## config.mk

```make
export PLATFORM = sky130hd
export DESIGN_NAME = main_memory_arbiter_flat
export DESIGN_NICKNAME = d
export VERILOG_FILES = /design/src/rtl/main_memory_arbiter_if.sv /design/src/rtl/main_memory_arbiter.sv /design/src/flat_wrapper.sv
export SDC_FILE = /design/constraint.sdc
export NUM_CORES = 1
export LEC_CHECK = 0
export CORE_MARGIN = 3
export CORE_UTILIZATION = 35
export CTS_CLUSTER_DIAMETER = 30
export DETAILED_ROUTE_END_ITERATION = 12
export GPL_ROUTABILITY_DRIVEN = 0
export HOLD_SLACK_MARGIN = 0.08
export PLACE_DENSITY = 0.71
export SKIP_CTS_REPAIR_TIMING = 1
export SLEW_MARGIN = 15
export SYNTH_ARGS = -nofsm -noshare
export SYNTH_HDL_FRONTEND = slang
export SYNTH_SLANG_ARGS = --single-unit
```

## constraint.sdc

```tcl
create_clock -name MAIN_MEMORY_ARBITER_CLOCK_50 -period 4.55 [get_ports MAIN_MEMORY_ARBITER_CLOCK_50]
set_input_delay 0.455 -clock MAIN_MEMORY_ARBITER_CLOCK_50 [delete_from_list [all_inputs] [get_ports MAIN_MEMORY_ARBITER_CLOCK_50]]
set_output_delay 0.455 -clock MAIN_MEMORY_ARBITER_CLOCK_50 [all_outputs]
set_load 0.05 [all_outputs]
```

## src/rtl/main_memory_arbiter_if.sv

```systemverilog
// Bundle of the two requester ports and the main memory port.
//   slave  : the arbiter (takes requests and memory responses, drives strobes and completions)
//   master : the environment (requesters and memory)
interface main_memory_arbiter_if #(
    parameter int unsigned DATAWIDTH_BUS = 32
);
    logic                     IF_REQ_In;
    logic [DATAWIDTH_BUS-1:0] IF_ADDR_In;
    logic                     IF_DONE_Out;
    logic [DATAWIDTH_BUS-1:0] IF_RDATA_Out;
    logic                     DATA_REQ_In;
    logic                     DATA_WE_In;
    logic [DATAWIDTH_BUS-1:0] DATA_ADDR_In;
    logic [DATAWIDTH_BUS-1:0] DATA_WDATA_In;
    logic                     DATA_DONE_Out;
    logic [DATAWIDTH_BUS-1:0] DATA_RDATA_Out;
    logic                     MEM_RD_Out;
    logic                     MEM_WR_Out;
    logic [DATAWIDTH_BUS-1:0] MEM_ADDR_Out;
    logic [DATAWIDTH_BUS-1:0] MEM_WDATA_Out;
    logic [DATAWIDTH_BUS-1:0] MEM_RDATA_In;
    logic                     MEM_ACK_In;
    logic                     BUSY_Out;
    logic                     TIMEOUT_Out;

    modport slave (
        input  IF_REQ_In, IF_ADDR_In, DATA_REQ_In, DATA_WE_In, DATA_ADDR_In,
               DATA_WDATA_In, MEM_RDATA_In, MEM_ACK_In,
        output IF_DONE_Out, IF_RDATA_Out, DATA_DONE_Out, DATA_RDATA_Out,
               MEM_RD_Out, MEM_WR_Out, MEM_ADDR_Out, MEM_WDATA_Out,
               BUSY_Out, TIMEOUT_Out
    );

    modport master (
        output IF_REQ_In, IF_ADDR_In, DATA_REQ_In, DATA_WE_In, DATA_ADDR_In,
               DATA_WDATA_In, MEM_RDATA_In, MEM_ACK_In,
        input  IF_DONE_Out, IF_RDATA_Out, DATA_DONE_Out, DATA_RDATA_Out,
               MEM_RD_Out, MEM_WR_Out, MEM_ADDR_Out, MEM_WDATA_Out,
               BUSY_Out, TIMEOUT_Out
    );
endinterface

```

## src/rtl/main_memory_arbiter.sv

```systemverilog
// Round-robin arbiter/sequencer sharing one main memory port between the
// instruction-fetch path (read-only) and the data path (read/write).
// One transaction in flight: IDLE -> ACCESS -> DONE -> IDLE. An access ends on
// MEM_ACK_In or after TIMEOUT_CYCLES cycles without one.
// Ports:
//   MAIN_MEMORY_ARBITER_CLOCK_50    system clock, rising edge
//   MAIN_MEMORY_ARBITER_RESET_InLow asynchronous active-low reset
//   bus                             requester and memory signals (slave side)
module main_memory_arbiter #(
    parameter int unsigned DATAWIDTH_BUS  = 32,
    parameter int unsigned TIMEOUT_CYCLES = 4,
    parameter int unsigned CNT_W          = 4
) (
    input  logic                  MAIN_MEMORY_ARBITER_CLOCK_50,
    input  logic                  MAIN_MEMORY_ARBITER_RESET_InLow,
    main_memory_arbiter_if.slave  bus
);
    localparam int unsigned DW = DATAWIDTH_BUS;

    typedef enum logic [1:0] {S_IDLE, S_ACCESS, S_DONE} state_t;
    typedef enum logic {OWN_IF, OWN_DATA} owner_t;

    state_t          state_q, state_nxt;
    owner_t          owner_q, last_grant_q, grant_owner;
    logic            grant, finish;
    logic [DW-1:0]   addr_q, wdata_q, if_rdata_q, data_rdata_q;
    logic            we_q, timeout_q;
    logic [CNT_W-1:0] cnt_q;

    // State register
    always_ff @(posedge MAIN_MEMORY_ARBITER_CLOCK_50 or negedge MAIN_MEMORY_ARBITER_RESET_InLow) begin
        if (!MAIN_MEMORY_ARBITER_RESET_InLow) state_q <= S_IDLE;
        else                                  state_q <= state_nxt;
    end

    // Next state, arbitration and access completion
    always_comb begin
        state_nxt   = state_q;
        grant       = 1'b0;
        grant_owner = OWN_IF;
        finish      = 1'b0;
        case (state_q)
            S_IDLE: begin
                if (bus.IF_REQ_In || bus.DATA_REQ_In) begin
                    grant = 1'b1;
                    // Contention goes to whoever was not served last
                    if (bus.IF_REQ_In && bus.DATA_REQ_In)
                        grant_owner = (last_grant_q == OWN_DATA) ? OWN_IF : OWN_DATA;
                    else
                        grant_owner = bus.DATA_REQ_In ? OWN_DATA : OWN_IF;
                    state_nxt = S_ACCESS;
                end
            end
            S_ACCESS: begin
                if (bus.MEM_ACK_In || (cnt_q == CNT_W'(TIMEOUT_CYCLES - 1))) begin
                    finish    = 1'b1;
                    state_nxt = S_DONE;
                end
            end
            S_DONE:  state_nxt = S_IDLE;
            default: state_nxt = S_IDLE;
        endcase
    end

    // Transaction latch, wait counter and read-data capture
    always_ff @(posedge MAIN_MEMORY_ARBITER_CLOCK_50 or negedge MAIN_MEMORY_ARBITER_RESET_InLow) begin
        if (!MAIN_MEMORY_ARBITER_RESET_InLow) begin
            owner_q      <= OWN_IF;
            last_grant_q <= OWN_DATA;
            addr_q       <= '0;
            wdata_q      <= '0;
            we_q         <= 1'b0;
            cnt_q        <= '0;
            timeout_q    <= 1'b0;
            if_rdata_q   <= '0;
            data_rdata_q <= '0;
        end else if (grant) begin
            owner_q      <= grant_owner;
            last_grant_q <= grant_owner;
            addr_q       <= (grant_owner == OWN_DATA) ? bus.DATA_ADDR_In : bus.IF_ADDR_In;
            wdata_q      <= (grant_owner == OWN_DATA) ? bus.DATA_WDATA_In : '0;
            we_q         <= (grant_owner == OWN_DATA) && bus.DATA_WE_In;
            cnt_q        <= '0;
            timeout_q    <= 1'b0;
        end else if (state_q == S_ACCESS) begin
            cnt_q <= cnt_q + CNT_W'(1);
            if (finish) begin
                timeout_q <= !bus.MEM_ACK_In;
                if (!we_q) begin
                    if (owner_q == OWN_DATA) data_rdata_q <= bus.MEM_RDATA_In;
                    else                     if_rdata_q   <= bus.MEM_RDATA_In;
                end
            end
        end
    end

    // Outputs decoded from registered state only; reset drops strobes at once
    assign bus.MEM_RD_Out     = (state_q == S_ACCESS) && !we_q;
    assign bus.MEM_WR_Out     = (state_q == S_ACCESS) && we_q;
    assign bus.MEM_ADDR_Out   = (state_q == S_ACCESS) ? addr_q : '0;
    assign bus.MEM_WDATA_Out  = ((state_q == S_ACCESS) && we_q) ? wdata_q : '0;
    assign bus.IF_DONE_Out    = (state_q == S_DONE) && (owner_q == OWN_IF);
    assign bus.DATA_DONE_Out  = (state_q == S_DONE) && (owner_q == OWN_DATA);
    assign bus.TIMEOUT_Out    = (state_q == S_DONE) && timeout_q;
    assign bus.BUSY_Out       = (state_q != S_IDLE);
    assign bus.IF_RDATA_Out   = if_rdata_q;
    assign bus.DATA_RDATA_Out = data_rdata_q;
endmodule
```

## src/flat_wrapper.sv

```systemverilog
// flat-port wrapper written by rule: the top's interface ports become plain ports
module main_memory_arbiter_flat 
#(
    parameter int unsigned DATAWIDTH_BUS  = 32,
    parameter int unsigned TIMEOUT_CYCLES = 4,
    parameter int unsigned CNT_W          = 4
)
  (MAIN_MEMORY_ARBITER_CLOCK_50, MAIN_MEMORY_ARBITER_RESET_InLow, bus_IF_REQ_In, bus_IF_ADDR_In, bus_DATA_REQ_In, bus_DATA_WE_In, bus_DATA_ADDR_In, bus_DATA_WDATA_In, bus_MEM_RDATA_In, bus_MEM_ACK_In, bus_IF_DONE_Out, bus_IF_RDATA_Out, bus_DATA_DONE_Out, bus_DATA_RDATA_Out, bus_MEM_RD_Out, bus_MEM_WR_Out, bus_MEM_ADDR_Out, bus_MEM_WDATA_Out, bus_BUSY_Out, bus_TIMEOUT_Out);
  main_memory_arbiter_if #(.DATAWIDTH_BUS(DATAWIDTH_BUS)) bus_i ();
  input  logic MAIN_MEMORY_ARBITER_CLOCK_50;
  input  logic MAIN_MEMORY_ARBITER_RESET_InLow;
  input wire logic [$bits(bus_i.IF_REQ_In)-1:0] bus_IF_REQ_In;
  input wire logic [$bits(bus_i.IF_ADDR_In)-1:0] bus_IF_ADDR_In;
  input wire logic [$bits(bus_i.DATA_REQ_In)-1:0] bus_DATA_REQ_In;
  input wire logic [$bits(bus_i.DATA_WE_In)-1:0] bus_DATA_WE_In;
  input wire logic [$bits(bus_i.DATA_ADDR_In)-1:0] bus_DATA_ADDR_In;
  input wire logic [$bits(bus_i.DATA_WDATA_In)-1:0] bus_DATA_WDATA_In;
  input wire logic [$bits(bus_i.MEM_RDATA_In)-1:0] bus_MEM_RDATA_In;
  input wire logic [$bits(bus_i.MEM_ACK_In)-1:0] bus_MEM_ACK_In;
  output wire logic [$bits(bus_i.IF_DONE_Out)-1:0] bus_IF_DONE_Out;
  output wire logic [$bits(bus_i.IF_RDATA_Out)-1:0] bus_IF_RDATA_Out;
  output wire logic [$bits(bus_i.DATA_DONE_Out)-1:0] bus_DATA_DONE_Out;
  output wire logic [$bits(bus_i.DATA_RDATA_Out)-1:0] bus_DATA_RDATA_Out;
  output wire logic [$bits(bus_i.MEM_RD_Out)-1:0] bus_MEM_RD_Out;
  output wire logic [$bits(bus_i.MEM_WR_Out)-1:0] bus_MEM_WR_Out;
  output wire logic [$bits(bus_i.MEM_ADDR_Out)-1:0] bus_MEM_ADDR_Out;
  output wire logic [$bits(bus_i.MEM_WDATA_Out)-1:0] bus_MEM_WDATA_Out;
  output wire logic [$bits(bus_i.BUSY_Out)-1:0] bus_BUSY_Out;
  output wire logic [$bits(bus_i.TIMEOUT_Out)-1:0] bus_TIMEOUT_Out;
  assign bus_i.IF_REQ_In = bus_IF_REQ_In;
  assign bus_i.IF_ADDR_In = bus_IF_ADDR_In;
  assign bus_i.DATA_REQ_In = bus_DATA_REQ_In;
  assign bus_i.DATA_WE_In = bus_DATA_WE_In;
  assign bus_i.DATA_ADDR_In = bus_DATA_ADDR_In;
  assign bus_i.DATA_WDATA_In = bus_DATA_WDATA_In;
  assign bus_i.MEM_RDATA_In = bus_MEM_RDATA_In;
  assign bus_i.MEM_ACK_In = bus_MEM_ACK_In;
  assign bus_IF_DONE_Out = bus_i.IF_DONE_Out;
  assign bus_IF_RDATA_Out = bus_i.IF_RDATA_Out;
  assign bus_DATA_DONE_Out = bus_i.DATA_DONE_Out;
  assign bus_DATA_RDATA_Out = bus_i.DATA_RDATA_Out;
  assign bus_MEM_RD_Out = bus_i.MEM_RD_Out;
  assign bus_MEM_WR_Out = bus_i.MEM_WR_Out;
  assign bus_MEM_ADDR_Out = bus_i.MEM_ADDR_Out;
  assign bus_MEM_WDATA_Out = bus_i.MEM_WDATA_Out;
  assign bus_BUSY_Out = bus_i.BUSY_Out;
  assign bus_TIMEOUT_Out = bus_i.TIMEOUT_Out;
  main_memory_arbiter #(.DATAWIDTH_BUS(DATAWIDTH_BUS), .TIMEOUT_CYCLES(TIMEOUT_CYCLES), .CNT_W(CNT_W)) u_core (.MAIN_MEMORY_ARBITER_CLOCK_50(MAIN_MEMORY_ARBITER_CLOCK_50), .MAIN_MEMORY_ARBITER_RESET_InLow(MAIN_MEMORY_ARBITER_RESET_InLow), .bus(bus_i));
endmodule
```

=== Word level (Yosys, flattened, before mapping) ===
Index checks and enable logic that the tools add are counted.
W data, S select, Z words.

* Input port bits: 134
* Memories kept: 0
* Flip-flop bits (word level): 138
* Word-level logic and storage cells: 59
* Bits in writable memories: 0
* Bits in latches: 0
* ROM bits: 0
* Output and inout port bits: 134

* Add/sub/neg operators: 1
* Equality and inequality tests: 5
* Multiplexer cells: 21
* Shift operators: 0
* Reduce and logical (&&, ||, !) cells: 19
* Order comparisons: 0
* Divide/modulo/power cells: 0
* Multiply operators: 0
* Bitwise gates (word level): 3

{| class="wikitable"
|+ Operators by type and width
! cell !! count
|-
| $mux W32 || 4
|-
| $mux W1 || 12
|-
| $reduce_and A5 Y1 || 2
|-
| $mux W4 || 2
|-
| $logic_and A1 B1 Y1 || 7
|-
| $reduce_bool A2 Y1 || 3
|-
| $add A4 B1 Y4 const B || 1
|-
| $eq A4 B2 Y1 const B || 1
|-
| $mux W2 || 2
|-
| $ne A2 B1 Y1 const B || 2
|-
| $pmux W2 S2 || 1
|-
| $reduce_and A2 Y1 || 2
|-
| $not A1 Y1 || 3
|-
| $eq A2 B1 Y1 const B || 1
|-
| $eq A2 B2 Y1 const B || 1
|-
| $logic_not A1 Y1 || 2
|-
| $logic_not A2 Y1 || 1
|-
| $logic_or A1 B1 Y1 || 2
|}

=== Logic depth before layout (Yosys ltp) ===
Gate-level depths: netlist (run 1).

* Word-level depth: 7
* Depth in mapped cells: 5

=== Least setup slack after synthesis (run 1) ===
Ideal clock, no wire load.

* Path kind: register -> register
* From: register u_core.state_q[1]
* To: register u_core.if_rdata_q[13], in the netlist u_core.bus.IF_RDATA_Out[13]
* Period minus slack after synthesis: 2.173 ns
* Required time: 4.425 ns
* Stages on the path, launching flop included: 5
* Arrival: 2.048 ns
* Slack: 2.377 ns
* Cell sequence: dfrtp_1 > nor3b_2 > o211ai_2 > buf_6 > mux2_4

* Cells in the longest elaborated chain, start to end: 4
* Elaborated cells on any way between the ends: 6
* Classes of those cells: 1 x eq/ne; 2 x mux; 1 x bitwise; 2 x reduce/logical

{| class="wikitable"
|+ RTL lines
! element !! line !! source
|-
| start, declared || main_memory_arbiter.sv:23 || <nowiki>state_t state_q, state_nxt;</nowiki>
|-
| start signal, assigned || main_memory_arbiter.sv:33 || <nowiki>else state_q <= state_nxt;</nowiki>
|-
| $logic_not A2 Y1 || main_memory_arbiter.sv:42 || <nowiki>case (state_q)</nowiki>
|-
| $mux W1 || main_memory_arbiter.sv:42 ||
|-
| $not A1 Y1 (no line) || - ||
|-
| $reduce_and A5 Y1 (no line) * || - ||
|-
| end signal, assigned || main_memory_arbiter.sv:91 || <nowiki>else if_rdata_q <= bus.MEM_RDATA_In;</nowiki>
|-
| end, declared || main_memory_arbiter.sv:26 || <nowiki>logic [DW-1:0] addr_q, wdata_q, if_rdata_q, data_rdata_q;</nowiki>
|}

Every way passes the cells marked *; elsewhere a longest branch is shown, timed or not.
A chain may end at the register's enable or synchronous reset.

=== Worst setup path in the final report (run 1) ===
* From: register u_core.state_q[1]
* To: output bus_BUSY_Out

* Cells in the longest elaborated chain, start to end: 1

{| class="wikitable"
|+ RTL lines
! element !! line !! source
|-
| $reduce_bool A2 Y1 || main_memory_arbiter.sv:105 || <nowiki>assign bus.BUSY_Out = (state_q != S_IDLE);</nowiki>
|-
| end, declared || flat_wrapper.sv:28 || <nowiki>output wire logic [$bits(bus_i.BUSY_Out)-1:0] bus_BUSY_Out;</nowiki>
|}

No other way between the ends.

==> qor.txt, run 1 <==
=================================================================================================================
Run status                                                                                           finished, final reports clean
Peak Freq                                                                                                 319 MHz
Part of the Yosys area used for sequential elements                                                         55.5%
Library cell with the highest instance count after synthesis                                         sky130_fd_sc_hd__dfrtp_1
Top cell type by total area after synthesis                                                          sky130_fd_sc_hd__dfrtp_1
DRC errors left                                                                                                 0
Clock root cell                                                                                      sky130_fd_sc_hd__clkbuf_16
Internal                                                                                                  4460 uW
Peak VDD IR                                                                                              0.458 mV
RSZ-0062 raised after global routing                                                                        false
Max-capacitance violation count                                                                                 0
Total global-route track usage                                                                              19.3%
Most frequent cells after synthesis                                                                  137 x sky130_fd_sc_hd__dfrtp_1, 55 x sky130_fd_sc_hd__mux2_2
Leakage power figure                                                                                   0.00417 uW
Fraction of the mapped netlist area in simple logic gates                                                   13.0%
YS warnings                                                                                                     0
Total number of nets in the final design                                                                      864
Number of diodes added for antenna fixing                                                                       0
Total of endpoints with negative setup slack in the final report                                                0
Synth cell types                                                                                               35
Proportion of layout cells with a drive suffix above 1                                                      15.9%
Time the final worst path needs with I/O delays and setup                                                 3.13 ns
Proportion of synthesized flip-flops having asynchronous set or reset                                        100%
Required arrival time at the worst endpoint                                                               4.09 ns
Multi-input combinational cell area                                                                      2570 um2
Nets in the synthesized netlist                                                                               613
Number of global-route vias before repair                                                                    5382
Combinational group share of total power                                                                    55.4%
Wire length per cell                                                                                      19.6 um
Worst slew slack as a fraction of its limit                                                                 37.3%
Number of synthesized register bits                                                                           138
DR pass1 iterations                                                                                             4
Row Count                                                                                                      48
Routed WL                                                                                                18900 um
Die span in x                                                                                              139 um
Number of enable flip-flop cells after synthesis                                                                0
Number of placed I/O pins                                                                                     268
Arrival time at the worst endpoint                                                                        2.68 ns
Areal power density over the cells                                                                     834 nW/um2
Vertical extent of the die                                                                                 139 um
Final Util                                                                                                  55.8%
Post-Syn Instances                                                                                            478
Destination of the critical timing path                                                              bus_BUSY_Out
Vias                                                                                                         5084
Wire length of the first global-routing pass                                                             30100 um
Placed cell count                                                                                             933
Final hold violation count                                                                                      0
Clock tree from TritonCTS                                                                                    done
Pre-CTS worst setup slack                                                                                 1.41 ns
Max Buffers Root-to-Sink                                                                                        2
Worst setup slack after layout                                                                            1.42 ns
Flop pwr share                                                                                              27.4%
Post-Place Cell Area                                                                                     9040 um2
Post-DRT Antenna Nets                                                                                           0
Switching Share                                                                                             44.8%
End of the worst register-to-register path                                                           u_core.addr_q[4]$_DFFE_PN0P_
Worst Setup End Kind                                                                                   output pin
Most used flip-flop cell after synthesis                                                             sky130_fd_sc_hd__dfrtp_1
Initial DRC count                                                                                             272
Clock transition at the registers of the reported paths                                                   0.06 ns
Antenna violations before repair                                                                                0
Mean Syn Cell Area                                                                                       13.0 um2
Top-area cell type share of the netlist area                                                                55.1%
Reg2Reg Depth                                                                                                   6
Post-layout instance count excluding filler cells                                                             966
Total clock buffers created by CTS                                                                             17
CP Launch Point                                                                                      u_core.state_q[1]$_DFFE_PN0P_
Area of the mapped netlist                                                                               6220 um2
Number of sinks driven by the clock tree                                                                      138
CP startpoint kind                                                                                      flip-flop
Leftover overflow at the end of global routing                                                                  0
Clock network fraction of total power                                                                       17.1%
Post-detail-place hpwl                                                                                   13100 um
Portion of the clock cycle consumed by the worst path in the final layout                                   68.8%
Summed negative setup slack over all endpoints                                                               0 ns
Power spent charging and discharging nets                                                                 3620 uW
Transition at the pin with the smallest max-transition slack                                             0.939 ns
WS Path Type                                                                                         flip-flop to output pin
Total count of max-transition violations in the final report                                                    0
Largest net degree at the start of global routing                                                              98
Crit Path Max Fanout                                                                                           36
Dominant combinational cell family by area after synthesis                                           compound AO/OA/AOI/OAI gates
DIE AREA                                                                                                19400 um2
Arithmetic-cell share of the synthesized area counting full adders, half adders and majority gates         0.201%
Post-synthesis compound-gate area fraction                                                                  15.2%
Final Cell Area                                                                                          9690 um2
Number of H-tree branching levels                                                                               4
Number of I/O port buffers                                                                                    267
Reg2reg setup slack                                                                                       1.95 ns
Mux share of post-synthesis cell area                                                                       12.3%
Detailed-route vias per instance                                                                             5.26
Worst skew pair latency                                                                                   0.41 ns
Synth area leaders                                                                                   sky130_fd_sc_hd__dfrtp_1 55%, sky130_fd_sc_hd__mux2_2 10%, sky130_fd_sc_hd__a311o_1 5.1%, sky130_fd_sc_hd__a22o_1 4.6%, sky130_fd_sc_hd__and4_1 4.5%
Core area                                                                                               17400 um2
Clock Skew                                                                                             0.00948 ns
Reg2reg start                                                                                        u_core.state_q[1]$_DFFE_PN0P_
Area growth, synth to finish                                                                                55.7%
Min-Delay Path Class                                                                                 primary input to async pin
Fill cell count                                                                                              1430
Initial standard-cell utilization of the core                                                               35.8%
Synthesized-area fraction occupied by xor and xnor cells                                                   0.141%
Sequential standard cell area                                                                            3450 um2
=================================================================================================================
## worst max-delay path: stages, from the launching register on
cell,delay [ns]
sky130_fd_sc_hd__dfrtp_1,0.49
sky130_fd_sc_hd__nor2_2,0.07
sky130_fd_sc_hd__buf_4,0.24
sky130_fd_sc_hd__inv_2,0.51
sky130_fd_sc_hd__clkdlybuf4s50_1,0.94
## layer usage
layer	share of wire, %	global-route usage (%)	routed length (um)	up-vias
li1	-	-	-	2307
met1	41	24.0	7740	2548
met2	50	31.8	9490	191
met3	5.1	4.78	969	38
met4	3.7	9.06	697	0
met5	0	0	0	-
## cell type report
| class | instances | share of cell area (%) |
|---|---|---|
| Clock buffer | 19 | 4.57 |
| Multi-Input combinational cell | 293 | 26.5 |
| Sequential cell | 138 | 35.7 |
| Timing Repair Buffer | 277 | 28.7 |
| Clock inverter | 12 | 1.54 |
| Tap cell | 225 | 2.91 |
| Inverter | 2 | 0.0775 |
## metrics by stage
step / total power, uW / hold slack, ns
3_5_place_dp: 6690 / 0.484
2_1_floorplan: 5200 / 0.159
4_1_cts: 8110 / 0.164
6_report: 8080 / 0.125
5_1_grt: 8460 / 0.184
3_3_place_gp: 6570 / 0.480
## logic make-up (layout without fill, tap and decap cells)
group                      count (synthesis)  after routing
adders and majority gates                  1              1
AOI/OAI and AO/OA                        110            110
and+or+nand+nor                          116            116
buffers and inverters                     47            310
muxes                                     65             65
xor gates and xnor gates                   1              1
DFF                                      138            138
## cell usage in the layout, fill, tap and decap left out, types with 2 or more instances in the layout
master and n:
sky130_fd_sc_hd__nand2_1 6, sky130_fd_sc_hd__nor2_2 3, sky130_fd_sc_hd__bufinv_16 3, sky130_fd_sc_hd__and4_1 32, sky130_fd_sc_hd__nor3b_1 2, sky130_fd_sc_hd__buf_4 8
sky130_fd_sc_hd__nand3_1 2, sky130_fd_sc_hd__o211ai_4 2, sky130_fd_sc_hd__mux2_2 55, sky130_fd_sc_hd__a22o_1 33, sky130_fd_sc_hd__clkdlybuf4s50_1 266, sky130_fd_sc_hd__and2_1 33
sky130_fd_sc_hd__o21ai_0 4, sky130_fd_sc_hd__a311o_1 32, sky130_fd_sc_hd__and3_1 32, sky130_fd_sc_hd__nor3b_2 2, sky130_fd_sc_hd__dfrtp_1 137, sky130_fd_sc_hd__clkinv_4 2
sky130_fd_sc_hd__clkbuf_16 17, sky130_fd_sc_hd__o21a_1 33, sky130_fd_sc_hd__clkinv_2 5, sky130_fd_sc_hd__mux2_4 9
## power by group through the flow
stage / registers, uW / clock network [uW] / logic [uW]
after detailed placement: 2230 / 0 / 4470
final: 2220 / 1390 / 4480
after global placement: 2190 / 0 / 4380
after global routing: 2290 / 1470 / 4700
after floorplan: 3140 / 0 / 2060
after CTS: 2210 / 1420 / 4480
## how the worst min path moves through the flow
stage	startpoint	endpoint	slack, ns	cells past startpoint
floorplan	MAIN_MEMORY_ARBITER_RESET_InLow	u_core.addr_q[0]$_DFFE_PN0P_	0.16	0
finish	MAIN_MEMORY_ARBITER_RESET_InLow	u_core.addr_q[19]$_DFFE_PN0P_	0.12	1
global route	MAIN_MEMORY_ARBITER_RESET_InLow	u_core.addr_q[19]$_DFFE_PN0P_	0.18	1
detailed placement	u_core.wdata_q[6]$_DFFE_PN0P_	u_core.wdata_q[6]$_DFFE_PN0P_	0.48	1
CTS	MAIN_MEMORY_ARBITER_RESET_InLow	u_core.addr_q[19]$_DFFE_PN0P_	0.16	1
global placement	u_core.wdata_q[3]$_DFFE_PN0P_	u_core.wdata_q[3]$_DFFE_PN0P_	0.48	1
## sequential cells by signal, indices dropped and copies added, names as in the netlist, 2 cells and up
register,cells
u_core.bus.IF_RDATA_Out,32
u_core.bus.DATA_RDATA_Out,32
u_core.cnt_q,4
u_core.addr_q,32
u_core.state_q,2
u_core.wdata_q,32
No activity file was read; power rests on OpenSTA's default activity.
==> inputs of run 2 (changes only) <==
==> constraint.sdc (replaced) <==
create_clock -name MAIN_MEMORY_ARBITER_CLOCK_50 -period 3.1 [get_ports MAIN_MEMORY_ARBITER_CLOCK_50]
set_input_delay 0.31 -clock MAIN_MEMORY_ARBITER_CLOCK_50 [delete_from_list [all_inputs] [get_ports MAIN_MEMORY_ARBITER_CLOCK_50]]
set_output_delay 0.31 -clock MAIN_MEMORY_ARBITER_CLOCK_50 [all_outputs]
set_load 0.05 [all_outputs]
==> run 2 against run 1 <==
Global-route usage is 0.16 points higher. Clock-buffer cell count unchanged. Clock skew hardly changed. Total power rose by 49%. Worst setup slack got worse by 1.2 ns. Non-clock buffer count up 7. Highest routed layer unchanged.
==> qor.txt, run 2 (synthesis gave the netlist of run 1 again) <==
========================================================================================
Run status                                                                  finished, final reports clean
Routed WL                                                                       19000 um
Number of diodes added for antenna fixing                                              0
Reg2Reg Depth                                                                          5
Total of endpoints with negative setup slack in the final report                       0
Total count of max-transition violations in the final report                           0
Max-capacitance violation count                                                        0
Most frequent cells in the layout                                           265 x sky130_fd_sc_hd__clkdlybuf4s50_1, 137 x sky130_fd_sc_hd__dfrtp_1, 55 x sky130_fd_sc_hd__mux2_2
Reg2reg setup slack                                                              0.79 ns
Post-detail-place hpwl                                                          13500 um
Power spent charging and discharging nets                                        5340 uW
End of the worst register-to-register path                                  u_core.wdata_q[13]$_DFFE_PN0P_
Peak VDD IR                                                                     0.676 mV
Number of sinks driven by the clock tree                                             138
DR pass1 iterations                                                                    4
Clock network fraction of total power                                              17.5%
Worst Setup End Kind                                                          output pin
Flop pwr share                                                                     27.1%
Leftover overflow at the end of global routing                                         0
Number of placed I/O pins                                                            268
Detailed-route vias per instance                                                    5.21
Initial DRC count                                                                    280
Row Count                                                                             48
DRC errors left                                                                        0
Peak Freq                                                                        343 MHz
Initial standard-cell utilization of the core                                      35.8%
Clock Skew                                                                    0.00967 ns
Number of global-route vias before repair                                           5440
Leakage power figure                                                          0.00420 uW
Area growth, synth to finish                                                       56.9%
Wire length of the first global-routing pass                                    30300 um
Internal                                                                         6670 uW
RSZ-0062 raised after global routing                                               false
Transition at the pin with the smallest max-transition slack                    0.901 ns
Vertical extent of the die                                                        139 um
Vias                                                                                5062
Worst skew pair latency                                                          0.41 ns
Worst hold path startpoint                                                  u_core.wdata_q[2]$_DFFE_PN0P_
Met1 wire length                                                                 7500 um
Amount of wire on met3 after detailed routing                                     948 um
Max Buffers Root-to-Sink                                                               2
Time the final worst path needs with I/O delays and setup                        2.92 ns
Top Metal Used                                                                      met4
WS Path Type                                                                flip-flop to output pin
Placed cell count                                                                    941
Summed negative setup slack over all endpoints                                      0 ns
Required arrival time at the worst endpoint                                      2.79 ns
Clock transition at the registers of the reported paths                          0.06 ns
Switching Share                                                                    44.5%
Portion of the clock cycle consumed by the worst path in the final layout          94.1%
Destination of the critical timing path                                     bus_MEM_WDATA_Out[29]
Wire length per cell                                                             19.6 um
DIE AREA                                                                       19400 um2
Clock tree from TritonCTS                                                           done
Post-DRT Antenna Nets                                                                  0
Core area                                                                      17400 um2
Antenna violations before repair                                                       0
Reg2reg start                                                               u_core.state_q[1]$_DFFE_PN0P_
Proportion of layout cells with a drive suffix above 1                             16.5%
Total global-route track usage                                                     19.5%
Die span in x                                                                     139 um
Worst slew slack as a fraction of its limit                                        39.9%
Clock root cell                                                             sky130_fd_sc_hd__clkbuf_16
CP Launch Point                                                             u_core.state_q[0]$_DFFE_PN0P_
Crit Path Max Fanout                                                                  44
Largest net degree at the start of global routing                                     96
Commonest non-fill, non-tap cell in the layout                              sky130_fd_sc_hd__clkdlybuf4s50_1
Areal power density over the cells                                           1230 nW/um2
Min-Delay Path Class                                                        flip-flop to flip-flop
Arrival time at the worst endpoint                                               2.61 ns
Combinational group share of total power                                           55.4%
CP startpoint kind                                                             flip-flop
Met2 wire length                                                                 9990 um
Post-layout instance count excluding filler cells                                    972
Total clock buffers created by CTS                                                    17
Final worst hold slack                                                          0.499 ns
Number of H-tree branching levels                                                      4
Total number of nets in the final design                                             871
Number of I/O port buffers                                                           267
Final hold violation count                                                             0
========================================================================================
[run 2: changes by cell type in the layout (fill, tap and decap cells not counted), sizes merged]
| cell | before | now |
|---|---|---|
| clkinvlp | 1 | 3 |
| bufinv | 3 | 4 |
| clkdlybuf4s50 | 266 | 265 |
| buf | 11 | 18 |
| dlygate4sd3 | 0 | 1 |
| clkinv | 7 | 3 |
[run 2: worst min-delay path by stage]
stage	to	slack, ns	cells after the start
2_1_floorplan	u_core.addr_q[0]$_DFFE_PN0P_	0.01	0
3_3_place_gp	u_core.addr_q[14]$_DFFE_PN0P_	0.46	1
3_5_place_dp	u_core.addr_q[14]$_DFFE_PN0P_	0.47	1
4_1_cts	u_core.addr_q[14]$_DFFE_PN0P_	0.03	1
5_1_grt	u_core.wdata_q[24]$_DFFE_PN0P_	0.50	2
6_report	u_core.wdata_q[2]$_DFFE_PN0P_	0.50	1
[run 2: layer usage]
metal	up-vias	track usage, %
li1	2325	-
met3	38	4.09
met5	-	0
met1	2515	23.6
met2	184	33.8
met4	0	8.14
[run 2: critical path: stages, from the launching register on]
cell and delay (ns):
sky130_fd_sc_hd__dfrtp_1 0.45, sky130_fd_sc_hd__nor2b_4 0.49, sky130_fd_sc_hd__buf_12 0.25, sky130_fd_sc_hd__and3_1 0.18, sky130_fd_sc_hd__clkdlybuf4s50_1 0.81
[run 2: area by class of cell]
class / count / area, um2
well taps: 225 / 282
repair buffers: 284 / 2840
flip-flops and latches: 138 / 3450
clock buffers: 19 / 443
clock inverters: 11 / 170
multi-input cells: 293 / 2570
inverters: 2 / 7.51
fillers: 1441 / 7590
[run 2: power by group through the flow]
stage	registers, uW	clock network, uW	logic [uW]
floorplan	4610	0	3020
global placement	3220	0	6540
detailed placement	3270	0	6670
CTS	3250	2150	6700
global route	3350	2240	6970
finish	3250	2110	6650
[run 2: through the flow]
stage / utilization, % / setup slack [ns] / instance area, um2 / total power, uW
after floorplan: - / 0.927 / 6220 / 7630
after global placement: 52.7 / 0.697 / 9140 / 9750
after detailed placement: 52.7 / 0.605 / 9140 / 9940
after CTS: 56.2 / 0.159 / 9750 / 12100
after global routing: 56.3 / 0.00978 / 9760 / 12600
final: 56.3 / 0.184 / 9760 / 12000
